## src/rtl/load_store_unit.sv

```systemverilog
// In-order load/store unit with a fixed 3-cycle response latency.
// Define LSU_SUBWORD_STORE_EN to enable byte/halfword stores via read-modify-write.
module load_store_unit #(
   parameter int unsigned MEM_WORDS = 1000
) (
   input  logic        clock,
   input  logic        reset,
   input  logic        req_valid,
   output logic        req_ready,
   input  logic        req_we,
   input  logic [1:0]  req_size,
   input  logic        req_signed,
   input  logic [31:0] req_addr,
   input  logic [31:0] req_wdata,
   output logic        rsp_valid,
   output logic [31:0] rsp_rdata,
   output logic        rsp_err,
   output logic [31:0] mem_addr,
   output logic [31:0] mem_din,
   output logic        mem_en,
   output logic        mem_we,
   input  logic [31:0] mem_dout
);
   typedef struct packed {
      logic       valid;
      logic       we;
      logic [1:0] size;
      logic [1:0] off;
      logic       sgn;
      logic       err;
   } meta_t;

   logic [29:0] idx;
   logic [1:0]  off;
   logic        dec_err;
   logic        idle_rdy;
   logic        accept;
   logic        legal;
   meta_t       s1_d, s1_q, s2_q, s3_q;
   logic [31:0] rdata_d, rdata_q;
   logic [7:0]  ld_byte;
   logic [15:0] ld_half;
   logic        rmw_wr;
   logic [29:0] rmw_idx;
   logic [31:0] rmw_din;

   assign idx    = req_addr[31:2];
   assign off    = req_addr[1:0];
   assign accept = req_valid & req_ready;
   assign legal  = accept & ~dec_err;

   always_comb begin
      dec_err = 1'b0;
      unique case (req_size)
         2'b00:   dec_err = 1'b0;
         2'b01:   dec_err = off[0];
         2'b10:   dec_err = (off != 2'b00);
         default: dec_err = 1'b1;
      endcase
      if ({2'b00, idx} >= MEM_WORDS) dec_err = 1'b1;
`ifndef LSU_SUBWORD_STORE_EN
      if (req_we && req_size != 2'b10) dec_err = 1'b1;
`endif
   end

   always_comb begin
      s1_d = '{valid: accept, we: req_we, size: req_size,
               off: off, sgn: req_signed, err: dec_err};
   end

   // Read data for the request now in stage 2 arrives this cycle.
   always_comb begin
      ld_byte = mem_dout[{s2_q.off, 3'b000} +: 8];
      ld_half = mem_dout[{s2_q.off[1], 4'b0000} +: 16];
      rdata_d = '0;
      if (s2_q.valid && !s2_q.we && !s2_q.err) begin
         unique case (s2_q.size)
            2'b00:   rdata_d = {{24{s2_q.sgn & ld_byte[7]}}, ld_byte};
            2'b01:   rdata_d = {{16{s2_q.sgn & ld_half[15]}}, ld_half};
            default: rdata_d = mem_dout;
         endcase
      end
   end

   always_ff @(posedge clock) begin
      if (reset) begin
         s1_q    <= '0;
         s2_q    <= '0;
         s3_q    <= '0;
         rdata_q <= '0;
      end else begin
         s1_q    <= s1_d;
         s2_q    <= s1_q;
         s3_q    <= s2_q;
         rdata_q <= rdata_d;
      end
   end

`ifdef LSU_SUBWORD_STORE_EN
   typedef enum logic [1:0] {IDLE, RMW_WAIT, RMW_WRITE} state_e;

   state_e      state_q, state_d;
   logic [29:0] rmw_idx_q, rmw_idx_d;
   logic [15:0] rmw_wd_q, rmw_wd_d;
   logic [1:0]  rmw_off_q, rmw_off_d;
   logic        rmw_byte_q, rmw_byte_d;

   always_ff @(posedge clock) begin
      if (reset) begin
         state_q    <= IDLE;
         rmw_idx_q  <= '0;
         rmw_wd_q   <= '0;
         rmw_off_q  <= '0;
         rmw_byte_q <= 1'b0;
      end else begin
         state_q    <= state_d;
         rmw_idx_q  <= rmw_idx_d;
         rmw_wd_q   <= rmw_wd_d;
         rmw_off_q  <= rmw_off_d;
         rmw_byte_q <= rmw_byte_d;
      end
   end

   always_comb begin
      state_d    = state_q;
      rmw_idx_d  = rmw_idx_q;
      rmw_wd_d   = rmw_wd_q;
      rmw_off_d  = rmw_off_q;
      rmw_byte_d = rmw_byte_q;
      rmw_din    = mem_dout;
      if (rmw_byte_q)
         rmw_din[{rmw_off_q, 3'b000} +: 8] = rmw_wd_q[7:0];
      else
         rmw_din[{rmw_off_q[1], 4'b0000} +: 16] = rmw_wd_q;
      unique case (state_q)
         IDLE: begin
            if (legal && req_we && req_size != 2'b10) begin
               state_d    = RMW_WAIT;
               rmw_idx_d  = idx;
               rmw_wd_d   = req_wdata[15:0];
               rmw_off_d  = off;
               rmw_byte_d = (req_size == 2'b00);
            end
         end
         RMW_WAIT:  state_d = RMW_WRITE;
         RMW_WRITE: state_d = IDLE;
         default:   state_d = IDLE;
      endcase
   end

   assign idle_rdy = (state_q == IDLE);
   assign rmw_wr   = (state_q == RMW_WRITE);
   assign rmw_idx  = rmw_idx_q;
`else
   assign idle_rdy = 1'b1;
   assign rmw_wr   = 1'b0;
   assign rmw_idx  = '0;
   assign rmw_din  = '0;
`endif

   // A sub-word store's first access is the read half of its RMW.
   always_comb begin
      mem_en   = 1'b0;
      mem_we   = 1'b0;
      mem_addr = '0;
      mem_din  = '0;
      if (!reset) begin
         if (rmw_wr) begin
            mem_en   = 1'b1;
            mem_we   = 1'b1;
            mem_addr = {2'b00, rmw_idx};
            mem_din  = rmw_din;
         end else if (legal) begin
            mem_en   = 1'b1;
            mem_we   = req_we & (req_size == 2'b10);
            mem_addr = {2'b00, idx};
            mem_din  = mem_we ? req_wdata : '0;
         end
      end
   end

   assign req_ready = ~reset & idle_rdy;
   assign rsp_valid = ~reset & s3_q.valid;
   assign rsp_err   = ~reset & s3_q.valid & s3_q.err;
   assign rsp_rdata = reset ? '0 : rdata_q;
endmodule

```

## config.mk

```make
export PLATFORM = sky130hd
export DESIGN_NAME = load_store_unit
export DESIGN_NICKNAME = d
export VERILOG_FILES = /design/src/rtl/load_store_unit.sv
export SDC_FILE = /design/constraint.sdc
export NUM_CORES = 1
export LEC_CHECK = 0
export ABC_AREA = 0
export CELL_PAD_IN_SITES_DETAIL_PLACEMENT = 1
export CELL_PAD_IN_SITES_GLOBAL_PLACEMENT = 1
export CORE_MARGIN = 3
export CORE_UTILIZATION = 23
export CTS_CLUSTER_DIAMETER = 80
export DETAILED_ROUTE_END_ITERATION = 8
export PLACE_DENSITY_LB_ADDON = 0.1
export SETUP_SLACK_MARGIN = 0.15
export SLEW_MARGIN = 20
export SYNTH_ARGS = -nofsm -noshare
export SYNTH_HDL_FRONTEND = slang
export SYNTH_SLANG_ARGS = --single-unit
```

## constraint.sdc

```tcl
create_clock -name clock -period 2.49 [get_ports clock]
set_input_delay 0.498 -clock clock [delete_from_list [all_inputs] [get_ports clock]]
set_output_delay 0.498 -clock clock [all_outputs]
set_load 0.02 [all_outputs]
```

Yosys cells after proc, flatten, opt, wreduce, memory -nomap -nowiden. Index checks and enable logic that the tools add are counted.

Magnitude comparators: 1. Equal/unequal tests: 4. Shift operators: 2. Multiplexer cells: 14. Bitwise logic cells: 10. Reductions and logical operators: 9.

Operators with widths (count): 32-bit two-way mux (4); 32-bit case mux with 2 select lines (1); 30-bit two-way mux (2); 32-bit by 6-bit indexed part select with 16-bit output (1); 32-bit by 6-bit indexed part select with 8-bit output (1); 30-bit by 10-bit >= comparator with 1-bit output (second input constant) (1); 1-bit bitwise AND (7); 1-bit two-way mux (6); 2-bit by 1-bit == test with 1-bit output (second input constant) (2); 2-bit zero test (2); 1-bit logical AND (3); 1-bit inverter (3); 1-bit case mux with 3 select lines (1); 2-bit == test (second input constant) (1); 1-bit zero test (2); 2-bit inequality test (second input constant) (1); 2-bit nonzero test (1); 2-bit OR reduction (1).

Flip-flop bits (word level): 50. Input bits: 103. Output and inout port bits: 101. Word-level logic and storage cells: 55.

Logic depth before layout (Yosys ltp).
Depth in word-level cells: 8. Mapped depth: 6. Depth with buffers taken out: 4.

Least setup slack after synthesis. OpenSTA, ideal clock, no wires.

Path type: input-to-output. From: in req_addr[21]. To: out mem_addr[3]. Data arrival time: 1785 ps. Required time: 1992 ps. Setup slack: 207 ps. Cell stages on the path: 5. Cells stage by stage: nor4_1 nand3_1 nor4_4 clkbuf_2 and3_1.

Word-level cells in the longest chain between the ends: 7.

Ends and longest elaborated chain: start: declaration (RTL line 13) `input logic [31:0] req_addr,`; 30-bit by 10-bit >= comparator with 1-bit output (RTL line 60) `if ({2'b00, idx} >= MEM_WORDS) dec_err = 1'b1;`; 1-bit two-way mux (RTL line 60); 1-bit two-way mux (RTL line 62) `if (req_we && req_size != 2'b10) dec_err = 1'b1;`; 1-bit inverter (RTL line 50) `assign legal = accept & ~dec_err;`; 1-bit bitwise AND (RTL line 50); 30-bit two-way mux (RTL line 173) `end else if (legal) begin`; 30-bit two-way mux (RTL line 167) `if (!reset) begin`; end: declaration (RTL line 18) `output logic [31:0] mem_addr,`.

No other way between the ends.

Final worst setup path.
From: in req_addr[18]. To: out mem_din[21].

Word-level cells in the longest chain between the ends: 7.

Ends and longest elaborated chain: 30-bit by 10-bit >= comparator with 1-bit output (RTL line 60); 1-bit two-way mux (RTL line 60); 1-bit two-way mux (RTL line 62); 1-bit inverter (RTL line 50); 1-bit bitwise AND (RTL line 50); 32-bit two-way mux (RTL line 173); 32-bit two-way mux (RTL line 167); end: declaration (RTL line 19) `output logic [31:0] mem_din,`.

No other way between the ends.

==> out/qor.yml <==
drt:
  vias: 3075
  viasPerCell: 4.56
  wire_per_inst_microns: 18.3
  drcViolationCount: 0
  wl_microns: 12400
  ant_nets: 0
  drt_iter0_drc: 88
  first_pass_iters: 4
synthesis:
  yosysTopAreaCell: "dfxtp_1"
  netlist_instances: 324
  synth_xor_area_share_pct: 0
  netlist_area_sq_um: 2670
  synth-edff-count: 0
  synthMuxAreaShare_pct: 3.71
  yosys_register_bits: 50
  synth_top_family_by_area: "simple AND/OR/NAND/NOR gates"
  yosysWarnings: 0
  synth_compound_area_share_pct: 12.1
  async_flop_share_pct: 0
  synthAdderAreaFrac_pct: 0
  ys_seq_area_share_pct: 37.5
  synth_common_cells: "dfxtp_1 (50), nor2b_1 (50), and3_2 (28)"
  synthDistinctLibCells: 34
  synth.avg_cell_area_sq_um: 8.23
  synth_flop_cell: "dfxtp_1"
  yosys.area_share.simple_pct: 33.9
  yosysTopAreaCellShare_pct: 37.5
  synth_area_leaders: "dfxtp_1 (38%), nor2b_1 (12%), and3_2 (7.9%), buf_4 (6.2%), a21oi_1 (3.8%)"
global_route:
  grt_use_total_pct: 18.9
  grt_antenna_before_repair: 1
  grt_pass1_wl_microns: 18900
  overflow: 0
  grt_max_degree: 51
  grt_pass1_vias: 3359
placement:
  place_area_sq_um: 4600
  port_buffers: 181
  gp_congestion: 0.771
  pre_cts_slack_ps: -919
  hpwl_microns: 8460
min_path:
  hold_class: "reg -> reg"
  hold_start: "s1_q[1]"
  min_delay_path_depth: 1
  min_to: "s2_q[1]"
floorplanning:
  dieArea_sq_um: 12900
  start_util_pct: 24.1
  ios: 204
  die_w_microns: 114
  rows: 38
  die_h_microns: 114
  core_sq_um: 11100
setup_path:
  cpPeakStageDelay_ps: 310
  cp_top_family: "simple AND/OR/NAND/NOR gates"
  r2r-start: "s2_q[4]"
  critPathMaxFanout: 4
  worstPathRequired_ps: 1990
  cp_slowest_cell: "nor4_4"
  crit_type: "in -> out"
  critPathBufInv: 7
  r2r-end: "rdata_q[8]"
  reg2reg_slack_ps: 600
  cp_common_cell: "buf_6"
  end_kind: "output port"
  critPathLaunchType: "input port"
  crit_arrival_ps: 2180
  rr_worst_depth: 5
  worstPathCellList: "buf_6, nor4_4, nand3_2, nor4_4, buf_4, buf_6, buf_12, buf_16, buf_6, and3_4, buf_6"
power:
  power_frac_comb_pct: 17.8
  vdd_drop_max_mv: 0.290
  leakage_nw: 2.28
  power.total_mw: 1.93
  p_per_area_nw_per_um2: 349
  power_frac_seq_pct: 42.9
  internal-power_mw: 1.48
  switching_share_pct: 23.3
  clkPwrFrac_pct: 39.3
  p_sw_mw: 0.449
clock_tree:
  clk_latency_ps: 290
  cts-root-buf: "clkbuf_16"
  clock-sinks: 50
  ctsHoldBuffers: 0
  h-tree-depth: 2
  clk_pin_slew_ps: 60
  numCtsBuffers: 5
  cts_tree: "done"
  clock_path_buffers: 2
timing:
  fin_skew_ps: 5.34
  max_clock_freq_ghz: 0.373
  worst_pin_slew_ps: 739
  hold_violations: 0
  rsz0062_at_grt: "true"
  finalWorstPathRequiredPeriod_ps: 2680
  slew_viol_final: 0
  post-route-period-util_pct: 108
  fin_ws_ps: -190
  slew_headroom_pct: 50.3
  setup_viol: 44
status:
  violations: "negative setup slack"
  run_status: "complete, but fails checks"
final_layout:
  final_area_sq_um: 5520
  drive_gt1_share_pct: 34.6
  nNetsFinal: 636
  final_util_pct: 49.9
  synthToLayoutAreaGrowth_pct: 107
run:
  cap_violations: 0
state kept, by name (all words and copies together) (netlist names):
register,flops
s3_q,2
rdata_q,32
s2_q,8
s1_q,8
cell usage in the layout (no fill, tap or decap), types with 6 or more instances in the layout:
cell,count
buf_12,7
o221a_2,7
clkdlybuf4s50_1,102
inv_1,17
clkdlybuf4s15_1,7
a31oi_1,8
a21oi_1,20
nor2_1,11
nand2_1,25
buf_16,6
buf_6,60
dfxtp_1,50
nor2b_1,48
and3_4,37
a221oi_1,7
dlygate4sd2_1,10
mux2_2,7
buf_2,10
buf_4,17
conb_1,22
kinds of logic after synthesis:
kind of cell,after synthesis
buf+inv,65
simple gates,151
flops,50
mux,9
other cells,1
compound gates,48
power groups by stage:
stage                     registers (mW)  logic, mW  clock network, mW
final                              0.826      0.343              0.757
after floorplan                    0.839      0.148                  0
after CTS                          0.826      0.338              0.781
after global routing               0.829      0.371              0.807
after detailed placement           0.845      0.332                  0
after global placement             0.844      0.327                  0
worst max path at each step:
stage,slack [ps],cells after the start,end,start
floorplan,210,5,mem_addr[3],req_addr[21]
global placement,-890,7,mem_din[20],req_addr[17]
detailed placement,-920,7,mem_din[20],req_addr[16]
CTS,-170,11,mem_din[21],req_addr[18]
global route,-330,11,mem_din[21],req_addr[19]
finish,-190,11,mem_din[21],req_addr[18]
per-stage QoR:
| stage | TNS [ps] | instances | hold slack, ps |
|---|---|---|---|
| 3_5_place_dp | -38220 | 634 | 425 |
| 2_1_floorplan | 0 | 345 | 414 |
| 3_3_place_gp | -36860 | 634 | 417 |
| 5_1_grt | -9590 | 675 | 457 |
| 4_1_cts | -2330 | 672 | 441 |
| 6_report | -3910 | 675 | 436 |
cell type report:
cell class | count | area (sq um)
Antenna cell | 1 | 2.50
Multi-Input combinational cell | 230 | 1670
Clock inverter | 1 | 30.0
Sequential cell | 50 | 1000
Inverter | 17 | 63.8
Clock buffer | 7 | 133
Fill cell | 1277 | 5550
Timing Repair Buffer | 229 | 2450
Tap cell | 140 | 175
layer usage:
layer | up-vias | wire length, microns | track usage, %
met5 | - | 0 | 0
met4 | 0 | 315 | 5.93
met3 | 18 | 911 | 5.36
met2 | 131 | 6430 | 34.5
met1 | 1449 | 4700 | 21.3
li1 | 1477 | - | -
timing repair:
| action | in CTS | in global routing |
|---|---|---|
| gates resized for setup | 404 | 31 |
| setup endpoints to repair | 45 | 45 |
| buffers inserted | 22 | 2 |
| pin swaps | 24 | 25 |
| cloned | 8 | 0 |
(Power assumes the default switching activity.)
